$ cat src/rtl/seg_scan.sv
// Six-digit common-anode 7-segment scanner with frame-coherent snapshot,
// leading-zero suppression, per-digit blink and decimal point.
module seg_scan #(
    parameter int SCAN_DIV     = 50000,
    parameter int BLINK_FRAMES = 25
) (
    input  logic       CLK,
    input  logic       RST_N,
    input  logic [3:0] out6,
    input  logic [3:0] out5,
    input  logic [3:0] out4,
    input  logic [3:0] out3,
    input  logic [3:0] out2,
    input  logic [3:0] out1,
    input  logic [5:0] BLINK,
    input  logic [5:0] DP_IN,
    input  logic       LZS,
    output logic [5:0] AN,
    output logic [6:0] SEG,
    output logic       DP
);

    localparam int PW = (SCAN_DIV > 1) ? $clog2(SCAN_DIV) : 1;
    localparam int BW = (BLINK_FRAMES > 1) ? $clog2(BLINK_FRAMES) : 1;

    logic [PW-1:0]      prescaler;
    logic [2:0]         idx;
    logic               started;
    logic [5:0][3:0]    snap_code;
    logic [5:0]         snap_blink;
    logic [5:0]         snap_dp;
    logic               snap_lzs;
    logic [BW-1:0]      blink_cnt;
    logic               phase;

    logic               tick;
    logic               frame_end;
    logic               load;
    logic [5:0]         sup;
    logic               run;
    logic [3:0]         cur_code;
    logic               cur_blink;
    logic               cur_dp;
    logic               cur_sup;
    logic               blank;

    function automatic logic [6:0] decode(input logic [3:0] code);
        logic [6:0] s;
        case (code)
            4'h0:    s = 7'h40;
            4'h1:    s = 7'h79;
            4'h2:    s = 7'h24;
            4'h3:    s = 7'h30;
            4'h4:    s = 7'h19;
            4'h5:    s = 7'h12;
            4'h6:    s = 7'h02;
            4'h7:    s = 7'h78;
            4'h8:    s = 7'h00;
            4'h9:    s = 7'h10;
            4'hA:    s = 7'h3F;
            default: s = 7'h7F;
        endcase
        return s;
    endfunction

    assign tick      = (prescaler == PW'(SCAN_DIV - 1));
    assign frame_end = tick && (idx == 3'd5);
    // The first enabled cycle after reset must capture inputs so the display
    // does not stay blank for a whole frame.
    assign load      = !started || frame_end;

    // Leading-zero run from the leftmost position; position 0 always shows.
    always_comb begin
        sup = '0;
        run = snap_lzs;
        for (int p = 5; p >= 1; p--) begin
            run    = run && (snap_code[p] == 4'd0);
            sup[p] = run;
        end
    end

    always_comb begin
        cur_code  = 4'hF;
        cur_blink = 1'b0;
        cur_dp    = 1'b0;
        cur_sup   = 1'b0;
        for (int p = 0; p < 6; p++) begin
            if (idx == 3'(p)) begin
                cur_code  = snap_code[p];
                cur_blink = snap_blink[p];
                cur_dp    = snap_dp[p];
                cur_sup   = sup[p];
            end
        end
        blank = cur_sup || (cur_blink && !phase);
    end

    always_ff @(posedge CLK) begin
        if (!RST_N) begin
            prescaler <= '0;
            idx       <= 3'd0;
            started   <= 1'b0;
        end else begin
            prescaler <= tick ? '0 : prescaler + 1'b1;
            if (tick) begin
                idx <= (idx == 3'd5) ? 3'd0 : idx + 3'd1;
            end
            started <= 1'b1;
        end
    end

    always_ff @(posedge CLK) begin
        if (!RST_N) begin
            snap_code  <= {6{4'hF}};
            snap_blink <= '0;
            snap_dp    <= '0;
            snap_lzs   <= 1'b0;
        end else if (load) begin
            snap_code  <= {out6, out5, out4, out3, out2, out1};
            snap_blink <= BLINK;
            snap_dp    <= DP_IN;
            snap_lzs   <= LZS;
        end
    end

    // Holding the blink timer while nothing blinks makes every new blink
    // request start in the visible half.
    always_ff @(posedge CLK) begin
        if (!RST_N) begin
            blink_cnt <= '0;
            phase     <= 1'b1;
        end else if (BLINK == 6'd0) begin
            blink_cnt <= '0;
            phase     <= 1'b1;
        end else if (frame_end) begin
            if (blink_cnt == BW'(BLINK_FRAMES - 1)) begin
                blink_cnt <= '0;
                phase     <= ~phase;
            end else begin
                blink_cnt <= blink_cnt + 1'b1;
            end
        end
    end

    // Blanking only darkens segments and DP; the anode still scans.
    always_ff @(posedge CLK) begin
        if (!RST_N) begin
            AN  <= 6'h3F;
            SEG <= 7'h7F;
            DP  <= 1'b1;
        end else begin
            AN  <= ~(6'b000001 << idx);
            SEG <= blank ? 7'h7F : decode(cur_code);
            DP  <= blank || !cur_dp;
        end
    end

endmodule

$ cat config.mk
export PLATFORM = sky130hd
export DESIGN_NAME = seg_scan
export DESIGN_NICKNAME = d
export VERILOG_FILES = /design/src/rtl/seg_scan.sv
export SDC_FILE = /design/constraint.sdc
export NUM_CORES = 1
export LEC_CHECK = 0
export ABC_CLOCK_PERIOD_IN_PS = 7350
export CAP_MARGIN = 0
export CELL_PAD_IN_SITES_DETAIL_PLACEMENT = 1
export CELL_PAD_IN_SITES_GLOBAL_PLACEMENT = 1
export CORE_ASPECT_RATIO = 0.6
export CORE_MARGIN = 2
export CORE_UTILIZATION = 40
export DETAILED_ROUTE_END_ITERATION = 10
export PLACE_DENSITY = 0.82
export SYNTH_ARGS = -nofsm -noshare
export SYNTH_HDL_FRONTEND = slang
export SYNTH_SLANG_ARGS = --single-unit
$ cat constraint.sdc
create_clock -name CLK -period 7.35 [get_ports CLK]
set_input_delay 0.735 -clock CLK [delete_from_list [all_inputs] [get_ports CLK]]
set_output_delay 0.735 -clock CLK [all_outputs]
set_load 0.01 [all_outputs]
==> impl_metrics.ini, run 1 <==
[worst_setup_path]
worst_path_max_delay_cell = dfxtp_1
worst_path_most_repeated_cell = a21oi_1
crit_chain = and2_1, ha_1, a21oi_1, a21oi_1, inv_1, ha_1, and3_2, a22oi_1, a21oi_1, o21ai_1
worstPathMaxFanout = 22
arrival_ps = 3690
slowest_delay_ps = 880
crit_required_ps = 7620
worstSetupPathType = register to register
start_kind = register
end_kind = register

[clock_network]
cts_resized = 0
worstSkewPairLatency_ps = 340
path_clk_slew_ps = 60
cts-root-buf = clkbuf_16
htree_levels = 3
post-cts-setup-buffer-count = 0
cts_max_path_buffers = 2
cts_made_buffers = 9
postCtsHoldBufs = 0
cts.sinks = 77
cts_tree = yes

[floorplanning]
die_area_um2 = 9690
die_y_um = 77.1
rows = 26
coreArea_um2 = 8590
start_util_pct = 41.4
ios = 53
die_w_um = 126

[power_and_ir_drop]
p_leak_nw = 1.65
cellPowerDensity_nw_per_um2 = 224
vdd_drop_max_v = 0.000130

[logic_synthesis]
synth_cell_types = 61
synth_seq_area_share_pct = 43.3
postSynth.asyncResetShare_pct = 0
synth_nets = 475
avgSynthCellArea_um2 = 8.34
synth_area_um2 = 3560
synth_seq_cells = 77
synthFlopType = dfxtp_1
ys_warn_count = 0
synth_edf_count = 0
synth_cells = 427

[drt]
wl_met2_mm = 4.06
drt_iter0_markers = 247
via_per_inst = 5.40
wl_per_cell_um = 17.2
route.detailed.drc = 0
wl_met3_um = 521
vias = 3151
wl_met1_mm = 5.37
top_layer_used = met4
wl_mm = 10.0
first_pass_iters = 4
ant_nets = 0

[global_routing]
grt_max_degree = 40
grt_pass1_vias = 3178
grt_usage_pct = 22.0
grt.overflow.total = 0
antenna_found_initial = 0
grt_pass1_wl_mm = 16.8

[sta]
fin_crit_sh_pct = 46.5
fmax_mhz = 292
drv_slew = 0
relSlewSlack_pct = 17.6
worst_pin_slew_ps = 1240
finalSetupTns_ps = 0
worst_hold_slack_ps = 453
finClkSkew_ps = 6.33
finalHoldViolations = 0
setup_viol = 0
rsz0062_at_grt = no
final.min_clock_period_ps = 3420

[cells_and_area]
area_growth_pct = 23.8
drive_gt1_share_pct = 7.63
final_common_cell = nand2_1
seq_area_um2 = 1540
multiInputGateArea_um2 = 1840
layout_common_cells = nand2_1 (88), dfxtp_1 (77), clkdlybuf4s50_1 (52), nand3_1 (32), nor2_1 (31)
fillers = 1030
finalNetCount = 515
diodes = 0

[status]
outcome = completed

[placed_design]
finalWeightedCongestion = 0.872
dp_hpwl_mm = 7.32
port_buffers = 52

[worst_hold_path]
hold_class = register to register

[job]
max_cap_viol_count = 0
## area by class of cell
cell class	count	share of cell area [%]
Inverter	15	1.28
Sequential cell	77	35.0
Clock buffer	13	5.90
Tap cell	112	3.18
Clock inverter	3	0.993
Timing Repair Buffer	53	12.0
Multi-Input combinational cell	311	41.7
## critical path, delay by kind of cell (launching register included)
| kind | cells | cell delay [ps] |
|---|---|---|
| AO/OA/AOI/OAI | 5 | 1080 |
| AND/OR/NAND/NOR | 2 | 430 |
| buffers and inverters | 1 | 180 |
| flip-flops | 1 | 880 |
| adder cells (fa/ha/maj) | 2 | 770 |
## report_power, final
part	switching [W]	internal (W)
Clock	0.000172	0.000282
Combinational	0.0000437	0.0000433
Sequential	0.0000133	0.000435
Total	0.000229	0.000760
## cells by family (layout without fill, tap and decap cells)
family                   Yosys count  after routing  synth area share (%)
AND/OR/NAND/NOR                  199            199                  26.9
flip-flops                        77             77                  43.3
AO/OA/AOI/OAI                     75             75                  14.1
buffers and inverters             39             84                  5.17
XOR/XNOR                          18             18                  4.43
multiplexers                      10             10                  2.99
adder cells (fa/ha/maj)            9              9                  3.16
## synth_stat cells (3+ instances only)
cell type / count / area (µm²)
a211o_1: 3 / 26.3
a21oi_1: 30 / 150
a32oi_1: 3 / 26.3
and2_1: 3 / 18.8
and3_1: 4 / 25.0
buf_2: 9 / 45.0
buf_6: 3 / 33.8
clkbuf_1: 10 / 37.5
dfxtp_1: 77 / 1540
ha_1: 9 / 113
inv_1: 13 / 48.8
mux2_2: 5 / 56.3
mux2i_1: 5 / 50.1
nand2_1: 88 / 330
nand3_1: 32 / 160
nand4_1: 3 / 18.8
nor2_1: 31 / 116
nor3_1: 5 / 25.0
nor4_1: 6 / 37.5
nor4b_1: 3 / 26.3
o211ai_1: 5 / 37.5
o21ai_0: 8 / 40.0
o21ai_1: 7 / 35.0
o221ai_1: 3 / 26.3
or3_1: 4 / 25.0
xnor2_1: 13 / 114
xor2_1: 5 / 43.8
## routing by layer
metal,track usage (%),vias to the layer above
li1,-,1558
met1,33.5,1517
met2,30.5,68
met3,6.07,8
met4,5.27,0
met5,0,-
## state kept, by name, summed over array words and instances (netlist names)
register / flops
phase: 1
started: 1
AN: 6
snap_code: 24
blink_cnt: 5
prescaler: 16
idx: 3
DP: 1
snap_dp: 6
snap_blink: 6
snap_lzs: 1
SEG: 7
## stage by stage
stage | std cells | area (µm²) | util, % | setup WS (ps) | power, W
floorplan | 427 | 3560 | - | 4720 | 0.000499
global placement | 568 | 4100 | 47.8 | 3910 | 0.000539
detailed placement | 568 | 4100 | 47.8 | 3790 | 0.000543
CTS | 584 | 4410 | 51.3 | 3980 | 0.000995
global route | 584 | 4410 | 51.3 | 3680 | 0.00103
finish | 584 | 4410 | 51.3 | 3930 | 0.000989
## final timing paths
check	start	slack, ps	cells past startpoint	endpoint
max	idx[1]	3930	10	SEG[5]
min	snap_dp[2]	450	2	snap_dp[2]
max reg2reg	idx[1]	3930	10	SEG[5]
min reg2reg	snap_dp[2]	450	2	snap_dp[2]
Note: power is estimated with default switching activity, not from simulation.
==> run 2, diff against run 1 <==
==> config.mk (replaced) <==
export PLATFORM = sky130hd
export DESIGN_NAME = seg_scan
export DESIGN_NICKNAME = d
export VERILOG_FILES = /design/src/rtl/seg_scan.sv
export SDC_FILE = /design/constraint.sdc
export NUM_CORES = 1
export LEC_CHECK = 0
export ABC_CLOCK_PERIOD_IN_PS = 3100
export CAP_MARGIN = 0
export CELL_PAD_IN_SITES_DETAIL_PLACEMENT = 1
export CELL_PAD_IN_SITES_GLOBAL_PLACEMENT = 1
export CORE_ASPECT_RATIO = 0.6
export CORE_MARGIN = 2
export CORE_UTILIZATION = 36
export DETAILED_ROUTE_END_ITERATION = 10
export PLACE_DENSITY = 0.78
export SYNTH_ARGS = -nofsm -noshare
export SYNTH_HDL_FRONTEND = slang
export SYNTH_SLANG_ARGS = --single-unit
==> constraint.sdc (replaced) <==
create_clock -name CLK -period 3.1 [get_ports CLK]
set_input_delay 0.31 -clock CLK [delete_from_list [all_inputs] [get_ports CLK]]
set_output_delay 0.31 -clock CLK [all_outputs]
set_load 0.01 [all_outputs]
==> run 2 against run 1 <==
Against the previous run: clock skew increased by 1.7 ps; critical path type unchanged; non-clock buffer count increased by 10; die area increased by 11%; largest power group unchanged.
==> impl_metrics.ini, run 2 (synthesized netlist as in run 1, its figures left out) <==
[clock_network]
postCtsHoldBufs = 0
path_clk_slew_ps = 60
cts_made_buffers = 9
post-cts-setup-buffer-count = 0
cts_resized = 0
cts-root-buf = clkbuf_16
worstSkewPairLatency_ps = 340
cts.sinks = 77
cts_tree = yes
cts_max_path_buffers = 2
htree_levels = 3

[worst_setup_path]
worst_path_max_delay_cell = dfxtp_1
slowest_delay_ps = 470
worstSetupPathType = register to register
critical_path.top_delay_family = compound AO/OA/AOI/OAI gates
worstPathMaxFanout = 11
path_buf_inv = 2
rrSetupSlack_ps = 660
crit_chain = buf_4, nand2b_1, a2bb2oi_1, o221ai_1, inv_1, ha_1, a211o_1, a21oi_1, o21ai_1
end_kind = register
reg2regPathDepth = 9
arrival_ps = 2650
start_kind = register
reg2reg_to = SEG[5]
worstReg2RegStart = idx[0]
crit_required_ps = 3300

[drt]
drt_iter0_markers = 172
first_pass_iters = 4
wl_mm = 10.2
wl_per_cell_um = 16.5
route.detailed.drc = 0
ant_nets = 0
via_per_inst = 5.17
vias = 3190

[sta]
relSlewSlack_pct = 50.5
final.min_clock_period_ps = 2440
rsz0062_at_grt = no
setup_viol = 0
finalHoldViolations = 0
fmax_mhz = 409
fin_crit_sh_pct = 78.8
finClkSkew_ps = 8.03
drv_slew = 0
worst_pin_slew_ps = 742
finalSetupTns_ps = 0

[cells_and_area]
final_common_cell = nand2_1
finalNetCount = 525
drive_gt1_share_pct = 9.75
fillers = 1197
utilization_pct = 46.7
seq_area_um2 = 1540
diodes = 0
fin_cells = 617
largest_reg_flops = 24
largestRegisters = snap_code x24, prescaler x16, SEG x7
regMostFlops = snap_code
area_growth_pct = 27.8
multiInputGateArea_um2 = 1840
layout_common_cells = nand2_1 (88), dfxtp_1 (77), clkdlybuf4s50_1 (52), nand3_1 (32), nor2_1 (31)

[worst_hold_path]
hp-start = snap_dp[2]
holdPathEnd = snap_dp[2]
min_delay_path_depth = 2
hold_class = register to register

[global_routing]
grt_pass1_wl_mm = 16.7
grt_max_degree = 38
antenna_found_initial = 0
grt_pass1_vias = 3150
grt_usage_pct = 19.9
grt.overflow.total = 0

[floorplanning]
start_util_pct = 36.5
coreArea_um2 = 9740
ios = 53
rows = 28
die_y_um = 81.0
die_w_um = 132
die_area_um2 = 10700

[placed_design]
port_buffers = 52
dp_cells = 601
finalWeightedCongestion = 0.902
dp_hpwl_mm = 7.45

[status]
outcome = completed

[power_and_ir_drop]
p_leak_nw = 1.71
vdd_drop_max_v = 0.000284
cellPowerDensity_nw_per_um2 = 544

[job]
max_cap_viol_count = 0
run 2: cell count changes in the layout (fill, tap and decap cells not counted), sizes merged:
cell      change
buf          +10
clkinvlp      +1
clkbuf        -3
bufinv        +2
run 2: where the power goes:
group	total (W)	internal [W]	switching, W	leakage [nW]
clock network	0.00120	0.000786	0.000414	0.163
logic	0.000209	0.000106	0.000103	0.916
registers	0.00106	0.00103	0.0000336	0.632
run 2: layer usage:
layer | vias up | GRT usage (%) | share of wire, %
li1 | 1580 | - | -
met1 | 1530 | 29.4 | 52
met2 | 73 | 29.0 | 42
met3 | 7 | 4.99 | 5.1
met4 | 0 | 4.84 | 0.83
met5 | - | 0 | 0
run 2: final cells by class:
type	instances	area share [%]
Timing Repair Buffer	63	13.3
Inverter	15	1.24
Multi-Input combinational cell	311	40.4
Tap cell	135	3.71
Clock buffer	10	5.03
Clock inverter	6	2.45
Sequential cell	77	33.9
run 2: how the worst max path moves through the flow:
| stage | from | endpoint | slack [ps] | cells after the start |
|---|---|---|---|---|
| finish | idx[0] | SEG[5] | 660 | 9 |
| global route | idx[0] | SEG[3] | 420 | 10 |
| floorplan | idx[1] | SEG[5] | 470 | 13 |
| detailed placement | idx[0] | SEG[6] | 700 | 8 |
| CTS | idx[0] | SEG[3] | 670 | 10 |
| global placement | idx[1] | SEG[0] | 830 | 11 |
run 2: metrics by stage:
step	total power, W	setup slack [ps]	hold WS (ps)	area, µm²
floorplan	0.00118	466	338	3560
global placement	0.00128	834	439	4210
detailed placement	0.00129	703	449	4210
CTS	0.00250	670	455	4550
global route	0.00257	423	484	4550
finish	0.00247	656	450	4550
run 2: tightest hold or removal path, stage by stage, from the launching register on:
cell,delay [ps]
dfxtp_1,310
nand2_1,50
a21oi_1,50
==> run 3, diff against run 2 <==
==> config.mk (replaced) <==
export PLATFORM = sky130hd
export DESIGN_NAME = seg_scan
export DESIGN_NICKNAME = d
export VERILOG_FILES = /design/src/rtl/seg_scan.sv
export SDC_FILE = /design/constraint.sdc
export NUM_CORES = 1
export LEC_CHECK = 0
export ABC_CLOCK_PERIOD_IN_PS = 2500
export CAP_MARGIN = 0
export CELL_PAD_IN_SITES_DETAIL_PLACEMENT = 1
export CELL_PAD_IN_SITES_GLOBAL_PLACEMENT = 1
export CORE_ASPECT_RATIO = 0.6
export CORE_MARGIN = 2
export CORE_UTILIZATION = 40
export DETAILED_ROUTE_END_ITERATION = 10
export PLACE_DENSITY = 0.82
export SYNTH_ARGS = -nofsm -noshare
export SYNTH_HDL_FRONTEND = slang
export SYNTH_SLANG_ARGS = --single-unit
==> constraint.sdc (replaced) <==
create_clock -name CLK -period 2.5 [get_ports CLK]
set_input_delay 0.25 -clock CLK [delete_from_list [all_inputs] [get_ports CLK]]
set_output_delay 0.25 -clock CLK [all_outputs]
set_load 0.01 [all_outputs]
==> run 3 against run 2 <==
Against the previous run: hold slack improved by 4.8 ps; sequential share of layout area increased by 0.12 points; power grew 18%; via count rose by 3.4%; sequential cell count did not move; first-iteration DRC count up 25%; clock-buffer cell count unchanged; fmax up 2.0%; combinational power up 29%; final cell count fell by 2.9%; clock skew is 0.89 ps higher.
==> impl_metrics.ini, run 3 (synthesized netlist as in run 1, its figures left out) <==
[drt]
route.detailed.drc = 0
ant_nets = 0
via_per_inst = 5.51
wl_mm = 10.6
drt_iter0_markers = 215
wl_per_cell_um = 17.8
first_pass_iters = 4
vias = 3298

[worst_setup_path]
crit_chain = buf_4, mux2_2, o21ai_0, a21oi_2, buf_4, ha_1, a2111oi_2, a32oi_1
start_kind = register
worstPathMaxFanout = 13
worst_path_max_delay_cell = dfxtp_1
worst_path_most_repeated_cell = buf_4
end_kind = register
critical_path_depth = 8
path_buf_inv = 2
slowest_delay_ps = 420
reg2regPathDepth = 8
crit_required_ps = 2700
arrival_ps = 2600
worstSetupPathType = register to register
critical_path.top_delay_family = compound AO/OA/AOI/OAI gates

[worst_hold_path]
min_delay_path_depth = 2
hold_class = register to register

[placed_design]
placed_area_um2 = 4210
dp_hpwl_mm = 7.59
port_buffers = 52
finalWeightedCongestion = 0.859

[cells_and_area]
drive_gt1_share_pct = 11.3
largest_reg_flops = 24
fillers = 1034
largestRegisters = snap_code x24, prescaler x16, SEG x7
fin_area_um2 = 4530
diodes = 0
area_growth_pct = 27.3
finalNetCount = 530
layout_common_cells = nand2_1 (88), dfxtp_1 (77), clkdlybuf4s50_1 (52), nand3_1 (32), nor2_1 (31)
regMostFlops = snap_code
final_common_cell = nand2_1

[clock_network]
cts_made_buffers = 9
cts.sinks = 77
cts-root-buf = clkbuf_16
htree_levels = 3
path_clk_slew_ps = 60
cts_tree = yes
cts_max_path_buffers = 2
worstSkewPairLatency_ps = 350

[power_and_ir_drop]
sequentialPowerShare_pct = 45.3
vdd_drop_max_v = 0.000360
p_leak_nw = 1.71
p_clk_share_pct = 45.4
p_switching_w = 0.000720
power.internal_w = 0.00219
power_switching_share_pct = 24.7
combPwrFrac_pct = 9.3
cellPowerDensity_nw_per_um2 = 643

[global_routing]
grt.overflow.total = 0
grt_max_degree = 40
grtUsageMet2_pct = 33.0
grtUsageMet3_pct = 6.14
grt_usage_pct = 22.8
gr-usage-met1_pct = 33.6
antenna_found_initial = 0
busiest_layer = met1
grt_pass1_vias = 3218
grt_pass1_wl_mm = 17.2

[floorplanning]
rows = 26
start_util_pct = 41.4
die_area_um2 = 9690
die_w_um = 126
coreArea_um2 = 8590
ios = 53
die_y_um = 77.1

[sta]
setup_viol = 0
final.min_clock_period_ps = 2400
finalSetupTns_ps = 0
finClkSkew_ps = 8.92
fin_crit_sh_pct = 95.8
finalHoldViolations = 0
worst_hold_slack_ps = 455
worst_pin_slew_ps = 590
drv_slew = 0
fmax_mhz = 417
relSlewSlack_pct = 60.6

[job]
max_cap_viol_count = 0

[status]
outcome = completed
run 3: changes by cell type in the layout (fill, tap and decap cells not counted):
cell and delta:
o221ai_1 -1, clkinvlp_4 +2, buf_4 +5, a2111oi_0 -1, a2111oi_2 +1, clkinv_4 -1, inv_6 +2, bufinv_16 -2
a21oi_1 -1, clkinv_2 -1, o221ai_2 +1, a21oi_2 +1
run 3: power groups by stage:
stage | Clock [W] | Sequential [W] | Combinational [W]
after floorplan | 0 | 0.00133 | 0.000136
after global placement | 0 | 0.00134 | 0.000250
after detailed placement | 0 | 0.00134 | 0.000260
after CTS | 0.00134 | 0.00132 | 0.000265
after global routing | 0.00139 | 0.00132 | 0.000298
final | 0.00132 | 0.00132 | 0.000270
run 3: timing repair:
| action | CTS | global route |
|---|---|---|
| setup endpoints to repair | 1 | 2 |
| hold buffers | 0 | 0 |
| pin swaps | 0 | 1 |
| resized for setup | 2 | 1 |
| buffers inserted | 0 | 2 |
run 3: metrics by stage:
stage	utilization (%)	worst slack, ps	power (W)	std cells
after floorplan	-	87.8	0.00147	427
after global placement	49.0	290	0.00159	581
after global routing	52.8	-43.8	0.00302	599
final	52.8	105	0.00292	599
after detailed placement	49.0	-59.0	0.00161	581
after CTS	52.5	59.2	0.00292	597
run 3: final timing paths:
| path | from | slack, ps | end |
|---|---|---|---|
| setup reg to reg | idx[0] | 100 | SEG[6] |
| setup / recovery | idx[0] | 100 | SEG[6] |
| hold reg to reg | snap_dp[2] | 450 | snap_dp[2] |
| hold / removal | snap_dp[2] | 450 | snap_dp[2] |
run 3: layout make-up:
class	instances	area, µm²	share of cell area, %
clock inverters	6	70.1	1.55
repair buffers	68	641	14.1
well taps	112	140	3.09
flip-flops and latches	77	1540	34.0
clock buffers	10	229	5.05
multi-input cells	311	1850	40.9
inverters	15	56.3	1.24
run 3: worst min-delay path, cell delays in order, from the launching register on:
cell	delay, ps
dfxtp_1	310
nand2_1	50
a21oi_1	50
run 3: per-layer routing:
layer	vias up	wire [µm]
met5	-	0
met4	0	81
met3	7	756
met2	100	4490
met1	1595	5310
li1	1596	-
